==> src/rtl/pe_array_pkg.sv <==
// Shared types and constants for the PE array controller.
// FLUSH_CYCLES covers skew drain, operand propagation and the PE pipeline.
package pe_array_pkg;

    typedef enum logic [2:0] {
        S_IDLE,
        S_CLEAR,
        S_FEED,
        S_FLUSH,
        S_CAPTURE,
        S_DONE
    } state_t;

    localparam int FCW = 6;

    function automatic int FLUSH_CYCLES(input int n);
        return 2 * n;
    endfunction

endpackage

==> src/rtl/pe_skew_shift.sv <==
// Operand-enable skew: tap r is the input delayed by r+1 cycles.
// Synchronous clear empties the pipe immediately.
module pe_skew_shift #(
    parameter int N = 4
) (
    input  logic         clock,
    input  logic         clear,
    input  logic         shift_in,
    output logic [N-1:0] taps
);

    always_ff @(posedge clock) begin
        if (clear) begin
            taps <= '0;
        end else begin
            taps <= {taps[N-2:0], shift_in};
        end
    end

endmodule

==> src/rtl/pe_array_ctrl.sv <==
// Sequencer for an NxN systolic PE array: clear, feed K, flush, capture, done.
// Define PE_ARRAY_CTRL_PERF_EN to add the saturating o_busy_cycles counter.
module pe_array_ctrl
    import pe_array_pkg::*;
#(
    parameter int BW = 8,
    parameter int N  = 4,
    parameter int AW = 8
) (
    input  logic          i_clock,
    input  logic          i_reset,
    input  logic          i_start,
    input  logic          i_abort,
    input  logic [AW-1:0] i_k_len,
    output logic          o_pe_clear,
    output logic [AW-1:0] o_rd_addr,
    output logic [N-1:0]  o_feed_en,
    output logic          o_capture,
    output logic          o_busy,
    output logic          o_done
`ifdef PE_ARRAY_CTRL_PERF_EN
    ,
    output logic [31:0]   o_busy_cycles
`endif
);

    if (N < 2 || N > 16 || BW < 1) begin : g_bad_param
        $error("pe_array_ctrl: parameter out of range");
    end

    state_t         state;
    state_t         nxt;
    logic [AW-1:0]  k_len;
    logic [AW-1:0]  addr_n;
    logic [FCW-1:0] fcnt;
    logic [FCW-1:0] fcnt_n;
    logic           abort;
    logic           accept;
    logic           clear_n;
    logic           feed_n;
    logic           capture_n;
    logic           busy_n;
    logic           done_n;

    assign abort  = (state != S_IDLE) && i_abort;
    assign accept = (state == S_IDLE) && i_start && !i_abort;

    always_ff @(posedge i_clock) begin
        if (i_reset) begin
            state <= S_IDLE;
            k_len <= '0;
            fcnt  <= '0;
        end else begin
            state <= nxt;
            fcnt  <= fcnt_n;
            if (accept) begin
                k_len <= i_k_len;
            end
        end
    end

    always_comb begin
        nxt = state;
        unique case (state)
            S_IDLE:    if (accept) nxt = S_CLEAR;
            S_CLEAR:   nxt = (k_len != '0) ? S_FEED : S_DONE;
            S_FEED:    if (o_rd_addr == k_len - AW'(1)) nxt = S_FLUSH;
            S_FLUSH: begin
                if (fcnt == FCW'(FLUSH_CYCLES(N) - 1)) nxt = S_CAPTURE;
            end
            S_CAPTURE: nxt = S_DONE;
            S_DONE:    nxt = S_IDLE;
            default:   nxt = S_IDLE;
        endcase
        if (abort) begin
            nxt = S_IDLE;
        end
    end

    // Outputs are decoded from the next state so they register in step with it.
    always_comb begin
        addr_n    = '0;
        fcnt_n    = '0;
        clear_n   = (nxt == S_CLEAR) || abort;
        feed_n    = (nxt == S_FEED);
        capture_n = (nxt == S_CAPTURE);
        busy_n    = (nxt != S_IDLE);
        done_n    = (nxt == S_DONE);
        if (state == S_FEED && nxt == S_FEED) begin
            addr_n = o_rd_addr + AW'(1);
        end
        if (state == S_FLUSH && nxt == S_FLUSH) begin
            fcnt_n = fcnt + FCW'(1);
        end
    end

    always_ff @(posedge i_clock) begin
        if (i_reset) begin
            o_pe_clear <= 1'b1;
            o_rd_addr  <= '0;
            o_capture  <= 1'b0;
            o_busy     <= 1'b0;
            o_done     <= 1'b0;
        end else begin
            o_pe_clear <= clear_n;
            o_rd_addr  <= addr_n;
            o_capture  <= capture_n;
            o_busy     <= busy_n;
            o_done     <= done_n;
        end
    end

    pe_skew_shift #(
        .N(N)
    ) u_skew (
        .clock    (i_clock),
        .clear    (i_reset || abort),
        .shift_in (feed_n),
        .taps     (o_feed_en)
    );

`ifdef PE_ARRAY_CTRL_PERF_EN
    always_ff @(posedge i_clock) begin
        if (i_reset) begin
            o_busy_cycles <= '0;
        end else if (o_busy && o_busy_cycles != '1) begin
            o_busy_cycles <= o_busy_cycles + 32'd1;
        end
    end
`endif

endmodule

==> config.mk <==
export PLATFORM = sky130hd
export DESIGN_NAME = pe_array_ctrl
export DESIGN_NICKNAME = d
export VERILOG_FILES = /design/src/rtl/pe_array_pkg.sv /design/src/rtl/pe_skew_shift.sv /design/src/rtl/pe_array_ctrl.sv
export SDC_FILE = /design/constraint.sdc
export NUM_CORES = 1
export LEC_CHECK = 0
export CAP_MARGIN = 20
export CORE_MARGIN = 3
export CORE_UTILIZATION = 53
export CTS_BUF_LIST = sky130_fd_sc_hd__clkbuf_2 sky130_fd_sc_hd__clkbuf_4 sky130_fd_sc_hd__clkbuf_8
export DETAILED_ROUTE_END_ITERATION = 8
export PLACE_DENSITY_LB_ADDON = 0.12
export SETUP_SLACK_MARGIN = 0.05
export SLEW_MARGIN = 10
export SYNTH_ARGS = -nofsm -noshare
export SYNTH_HDL_FRONTEND = slang
export SYNTH_SLANG_ARGS = --single-unit
==> constraint.sdc <==
create_clock -name i_clock -period 2.7 [get_ports i_clock]
set_input_delay 0.27 -clock i_clock [delete_from_list [all_inputs] [get_ports i_clock]]
set_output_delay 0.27 -clock i_clock [all_outputs]
set_load 0.01 [all_outputs]
==> metrics.cfg, run 1 <==
[outcome]
status=completed

[placement]
hpwl_um=2470
port_buffers=27
placed_cells=218
routabilityCongestion=0.849

[synth]
synth_cells=166
netlist_area_um2=1560
synth_top_family_by_area=simple AND/OR/NAND/NOR gates
synth_most_common_cell=dfxtp_1
syn_nets=182
postSynthAreaPerCell_um2=9.38
ys_seq_elements=33
yosys-top-cells-count=33 x dfxtp_1, 21 x nor2_1, 11 x nand3_1, 10 x xor2_1, 9 x mux2i_1
synth_mux_area_share_pct=5.78
synth-adder-area-share_pct=3.86
synth_edf_count=0
synthXorXnorAreaFrac_pct=10.1
yosys.area.top_type=dfxtp_1
synth_seq_area_share_pct=42.4
synth-compound-area-share_pct=10.0
synthTopCellsByArea=dfxtp_1 42%, mux2i_1 5.8%, xor2_1 5.6%
yosys.area_share.simple_pct=24.7
synth_top_area_share_pct=42.4
yosysWarnings=0
ys_types=39
ys.flop_type=dfxtp_1
synth-async-reset-ratio_pct=0

[layout]
syn_to_final_growth_pct=22.4
drive_above_1_share_pct=8.72
antennaDiodeCount=0
layout.cells.non_filler=226
fillers=256
nNetsFinal=210
multi_input_area_um2=848
seqCellArea_um2=661

[clocking]
ctsResizeCount=0
cts.sinks=33
clk_latency_ps=340
cts_buffers=5
tritoncts=built
postCtsSetupRepairBufs=0
root_buffer=clkbuf_4
clock_path_buffers=2
post_cts_hold_buffer_count=0
h-tree-depth=2
clk_pin_slew_worst_paths_ps=100

[min_path]
hp-start=fcnt[0]
min_to=fcnt[0]
min_path_cells=1
hold_class=reg2reg

[critical_path]
worstSetupPathType=reg2reg
slowest_delay_ps=500
r2r_end=o_rd_addr[3]
cp_max_fo=10
r2r_start=k_len[3]
crit_chain=or3_4, or4b_1, a2111o_1, a2111oi_4, buf_4, nor4_1
reg2regPathDepth=6
cp.arrival_ps=2710
end_kind=register
required_ps=2900
crit_slowest_cell=or4b_1
cp_top_family=simple AND/OR/NAND/NOR gates
path_buf_inv=1
r2r_slack_ps=190
start_kind=register

[floorplanning]
dieArea_um2=3630
ios=28
core_region_area_um2=2780
initial_utilization_pct=56.0
die_w_um=60.2
fp-row-count=19
die_h_um=60.2

[detailed_routing]
via_per_inst=5.67
vias=1281
wl_per_cell_um=14.3
drt_pass1_iterations=4
wirelength_um=3240
drc=0
drtAntennaViolNets=0
drtIter0Drc=38

[sta]
rsz0062_at_grt=no
finalSetupViolations=0
timing.final.hold_violations=0
max_slew_margin_pct=66.4
fmaxAchievable_ghz=0.399
period_minus_slack_ps=2510
worstMarginPinSlew_ps=499
drv_slew=0
tns_ps=0
finalCritPeriodShare_pct=92.9
finClkSkew_ps=15.9

[global_route]
antenna_found_initial=0
grt_pass1_vias=1161
grt_first_pass_wirelength_um=5180
grt_max_degree=12
grt_usage_pct=19.3
grt_overflow=0

[job]
drv_cap=0

[power]
p_per_area_nw_per_um2=509
irDropWorstVdd_uv=433
p_leak_nw=0.739

==> metal layers <==
layer / track usage (%) / vias to the layer above / share of wire [%]
li1: - / 645 / -
met1: 24.0 / 605 / 47
met2: 30.1 / 25 / 47
met3: 6.26 / 6 / 4.1
met4: 9.18 / 0 / 1.9
met5: 0 / - / 0
==> cell type report <==
cell class                      count  share of cell area (%)
Clock buffer                        6                    2.36
Clock inverter                      2                   0.525
Inverter                            5                   0.984
Multi-Input combinational cell    120                    44.5
Sequential cell                    33                    34.6
Tap cell                           31                    2.03
Timing Repair Buffer               29                    15.0
==> cell usage in the layout, fill, tap and decap left out, types with 2 or more instances in the layout <==
cell and instances:
and2_1 3, nand2_1 3, and3_1 3, clkbuf_4 6, xnor2_1 8, o211ai_1 2
a2111o_1 2, dfxtp_1 33, mux2i_1 9, clkinv_2 2, ha_1 4, nor3_1 4
nor2_1 21, clkdlybuf4s50_1 27, inv_1 5, nor4_1 8, buf_4 2, nand3_1 11
or2_2 3, nand2b_1 3, xor2_1 10, nor4b_1 2, a21oi_1 5
==> state kept, by name, indices dropped and copies added (netlist names) <==
signal       count
state            3
fcnt             6
o_busy           1
k_len            8
o_pe_clear       1
o_capture        1
o_rd_addr        8
u_skew.taps      4
o_done           1
==> cells by family (layout without fill, tap and decap cells) <==
| logic type | count (synthesis) | in the layout |
|---|---|---|
| and+or+nand+nor | 70 | 70 |
| DFF | 33 | 33 |
| AOI/OAI and AO/OA | 18 | 18 |
| xor gates and xnor gates | 18 | 18 |
| buffers and inverters | 13 | 42 |
| muxes | 9 | 9 |
| adders and majority gates | 5 | 5 |
==> worst max path at each step <==
| stage | cells after the start | endpoint | slack [ps] | start |
|---|---|---|---|---|
| 2_1_floorplan | 5 | o_rd_addr[2] | 220 | k_len[3] |
| 3_3_place_gp | 6 | o_rd_addr[4] | 250 | k_len[3] |
| 3_5_place_dp | 6 | o_rd_addr[7] | 220 | k_len[3] |
| 4_1_cts | 6 | o_rd_addr[3] | 200 | k_len[3] |
| 5_1_grt | 6 | o_rd_addr[1] | 110 | k_len[3] |
| 6_report | 6 | o_rd_addr[3] | 190 | k_len[3] |
==> metrics by stage <==
| step | hold slack [ps] | total power, mW | utilization (%) | setup slack, ps | cell area, µm² |
|---|---|---|---|---|---|
| 6_report | 460 | 0.970 | 68.6 | 191 | 1910 |
| 5_1_grt | 492 | 1.01 | 68.6 | 105 | 1910 |
| 4_1_cts | 465 | 0.977 | 68.6 | 196 | 1910 |
| 3_5_place_dp | 451 | 0.711 | 66.6 | 224 | 1850 |
| 3_3_place_gp | 431 | 0.703 | 66.6 | 252 | 1850 |
| 2_1_floorplan | 414 | 0.654 | - | 222 | 1560 |
==> where the power goes <==
group	total (mW)	switching [mW]	internal, mW
sequential	0.527	0.0214	0.506
combinational	0.173	0.0843	0.0886
clock	0.270	0.161	0.109
total	0.970	0.267	0.704
Note: power is estimated with default switching activity, not from simulation.
==> run 2, diff against run 1 <==
--- a/config.mk
+++ b/config.mk
@@ -6,6 +6,7 @@
 export NUM_CORES = 1
 export LEC_CHECK = 0
 export CAP_MARGIN = 20
+export CORE_ASPECT_RATIO = 0.5
 export CORE_MARGIN = 3
 export CORE_UTILIZATION = 53
 export CTS_BUF_LIST = sky130_fd_sc_hd__clkbuf_2 sky130_fd_sc_hd__clkbuf_4 sky130_fd_sc_hd__clkbuf_8
==> run 2 against run 1 <==
Global-route usage increased by 0.36 points. First-iteration DRC count increased by 29%. Clock power increased by 34%. Critical path depth unchanged. Fmax decreased by 0.95%. Sequential power about the same. Total power increased by 9.9%. Cell area increased by 2.0%.
==> metrics.cfg, run 2 (synthesis results as in run 1) <==
[critical_path]
start_kind=register
worstSetupPathType=reg2reg
r2r_end=o_rd_addr[2]
critPathLaunch=k_len[3]
required_ps=2860  ; -40 ps
cp_max_fo=10  ; unchanged
cp.arrival_ps=2690  ; -20 ps
end_kind=register
r2r_slack_ps=170  ; -20 ps
r2r_start=k_len[3]
reg2regPathDepth=6  ; unchanged

[sta]
worstMarginPinSlew_ps=542  ; +42.3 ps
finClkSkew_ps=3.45  ; -12.4 ps
finalCritPeriodShare_pct=93.8  ; +0.89 points
timing.final.hold_violations=0  ; unchanged
max_slew_margin_pct=63.9  ; -2.5 points
rsz0062_at_grt=no
period_minus_slack_ps=2530  ; +24.1 ps
layout_setup_ws_ps=167  ; -24.1 ps
tns_ps=0  ; unchanged
fmaxAchievable_ghz=0.395  ; -0.95%
finalSetupViolations=0  ; unchanged
drv_slew=0  ; unchanged

[clocking]
post_cts_hold_buffer_count=0  ; unchanged
clock_path_buffers=2  ; unchanged
h-tree-depth=2  ; unchanged
root_buffer=clkbuf_8
cts.sinks=33  ; unchanged
cts_buffers=5  ; unchanged
tritoncts=built
clk_pin_slew_worst_paths_ps=70  ; -30 ps
postCtsSetupRepairBufs=0  ; unchanged
clk_latency_ps=290  ; -50 ps
ctsResizeCount=0  ; unchanged

[layout]
syn_to_final_growth_pct=24.9
seqCellArea_um2=661  ; unchanged
final_cell_mix=33 x dfxtp_1, 27 x clkdlybuf4s50_1, 21 x nor2_1, 11 x nand3_1, 10 x xor2_1
nNetsFinal=210  ; unchanged
antennaDiodeCount=0  ; unchanged
top_regs=k_len x8, o_rd_addr x8, fcnt x6
drive_above_1_share_pct=8.72  ; unchanged
multi_input_area_um2=848  ; unchanged
fillers=222  ; -13%
final_common_cell=dfxtp_1

[global_route]
grt_first_pass_wirelength_um=5320  ; +2.7%
grt_max_degree=12  ; unchanged
antenna_found_initial=0  ; unchanged
grt_pass1_vias=1160  ; -0.086%
grt_overflow=0  ; unchanged
grt_usage_pct=19.7  ; +0.36 points

[floorplanning]
dieArea_um2=3670  ; +1.1%
fp-row-count=13  ; -6
initial_utilization_pct=57.7  ; +1.7 points
core_region_area_um2=2700  ; -2.9%
die_h_um=44.3  ; -26%
die_w_um=82.7  ; +37%
ios=28  ; unchanged

[power]
internal-power_mw=0.772  ; +9.8%
p_leak_nw=0.747  ; +1.1%
swShare_pct=27.6  ; +0.076 points
power_switching_mw=0.294  ; +10%
power_frac_clock_pct=33.8  ; +5.9 points
pwr-share-seq_pct=49.6  ; -4.7 points
p_per_area_nw_per_um2=548  ; +7.7%
irDropWorstVdd_uv=631  ; +46%
combPwrFrac_pct=16.6  ; -1.2 points

[min_path]
min_path_cells=1  ; unchanged
hp-start=fcnt[0]
min_to=fcnt[0]
hold_class=reg2reg

[detailed_routing]
vias=1276  ; -0.39%
drt_pass1_iterations=4  ; unchanged
wirelength_um=3230  ; -0.22%
via_per_inst=5.50  ; -3.0%
wl_per_cell_um=13.9  ; -2.8%
drc=0  ; unchanged
drtAntennaViolNets=0  ; unchanged
drtIter0Drc=49  ; +29%

[outcome]
status=completed

[placement]
dp_slack_ps=189  ; -34.4 ps
routabilityCongestion=0.878  ; +3.5%
hpwl_um=2460  ; -0.42%
port_buffers=27  ; unchanged

[job]
drv_cap=0  ; unchanged

run 2: cell count changes in the layout (fill, tap and decap cells not counted), sizes merged:
cell      before  now
clkinvlp       0    1
clkbuf         6    5
run 2: routing by layer:
metal | up-vias | GRT usage, % | share of wire [%]
met2 | 29 | 30.7 | 45
met5 | - | 0 | 0
li1 | 648 | - | -
met4 | 0 | 9.77 | 1.5
met3 | 7 | 5.49 | 5.6
met1 | 592 | 25.3 | 48
run 2: through the flow:
step	total power [mW]	std cells	hold slack [ps]	instance area [µm²]	util [%]
final	1.07	232	451	1950	72.1
after global routing	1.12	232	465	1950	72.1
after CTS	1.08	232	451	1950	72.1
after detailed placement	0.714	224	440	1860	68.9
after global placement	0.707	224	435	1860	68.9
after floorplan	0.654	166	414	1560	-
run 2: worst max-delay path by stage:
stage                   end  slack [ps]  depth (start not counted)
4_1_cts        o_rd_addr[2]         170                          6
3_3_place_gp   o_rd_addr[4]         240                          6
5_1_grt        o_rd_addr[2]         100                          6
2_1_floorplan  o_rd_addr[2]         220                          5
6_report       o_rd_addr[2]         170                          6
3_5_place_dp   o_rd_addr[2]         190                          6
run 2: critical path, stage by stage (launching register included):
cell and delay (ps):
dfxtp_1 360, or3_4 410, or4b_1 500, a2111o_1 480, a2111oi_4 350, buf_4 220
nor4_1 70
run 2: power groups by stage:
stage / logic [mW] / registers, mW / clock network (mW)
5_1_grt: 0.194 / 0.531 / 0.393
4_1_cts: 0.177 / 0.528 / 0.372
3_3_place_gp: 0.170 / 0.537 / 0
3_5_place_dp: 0.176 / 0.539 / 0
6_report: 0.177 / 0.529 / 0.361
2_1_floorplan: 0.122 / 0.532 / 0
run 2: cell type report:
| cell class | count | share of cell area, % |
|---|---|---|
| well taps | 37 | 2.38 |
| clock inverters | 3 | 0.900 |
| repair buffers | 29 | 14.7 |
| multi-input cells | 120 | 43.6 |
| inverters | 5 | 0.965 |
| clock buffers | 5 | 3.54 |
| flip-flops and latches | 33 | 34.0 |
==> run 3, diff against run 2 <==
--- a/config.mk
+++ b/config.mk
@@ -12,7 +12,7 @@
 export CTS_BUF_LIST = sky130_fd_sc_hd__clkbuf_2 sky130_fd_sc_hd__clkbuf_4 sky130_fd_sc_hd__clkbuf_8
 export DETAILED_ROUTE_END_ITERATION = 8
 export PLACE_DENSITY_LB_ADDON = 0.12
-export SETUP_SLACK_MARGIN = 0.05
+export SETUP_SLACK_MARGIN = 0.02
 export SLEW_MARGIN = 10
 export SYNTH_ARGS = -nofsm -noshare
 export SYNTH_HDL_FRONTEND = slang
==> results of run 3 <==
Final layout, timing and power as in run 2 (identical DEF).
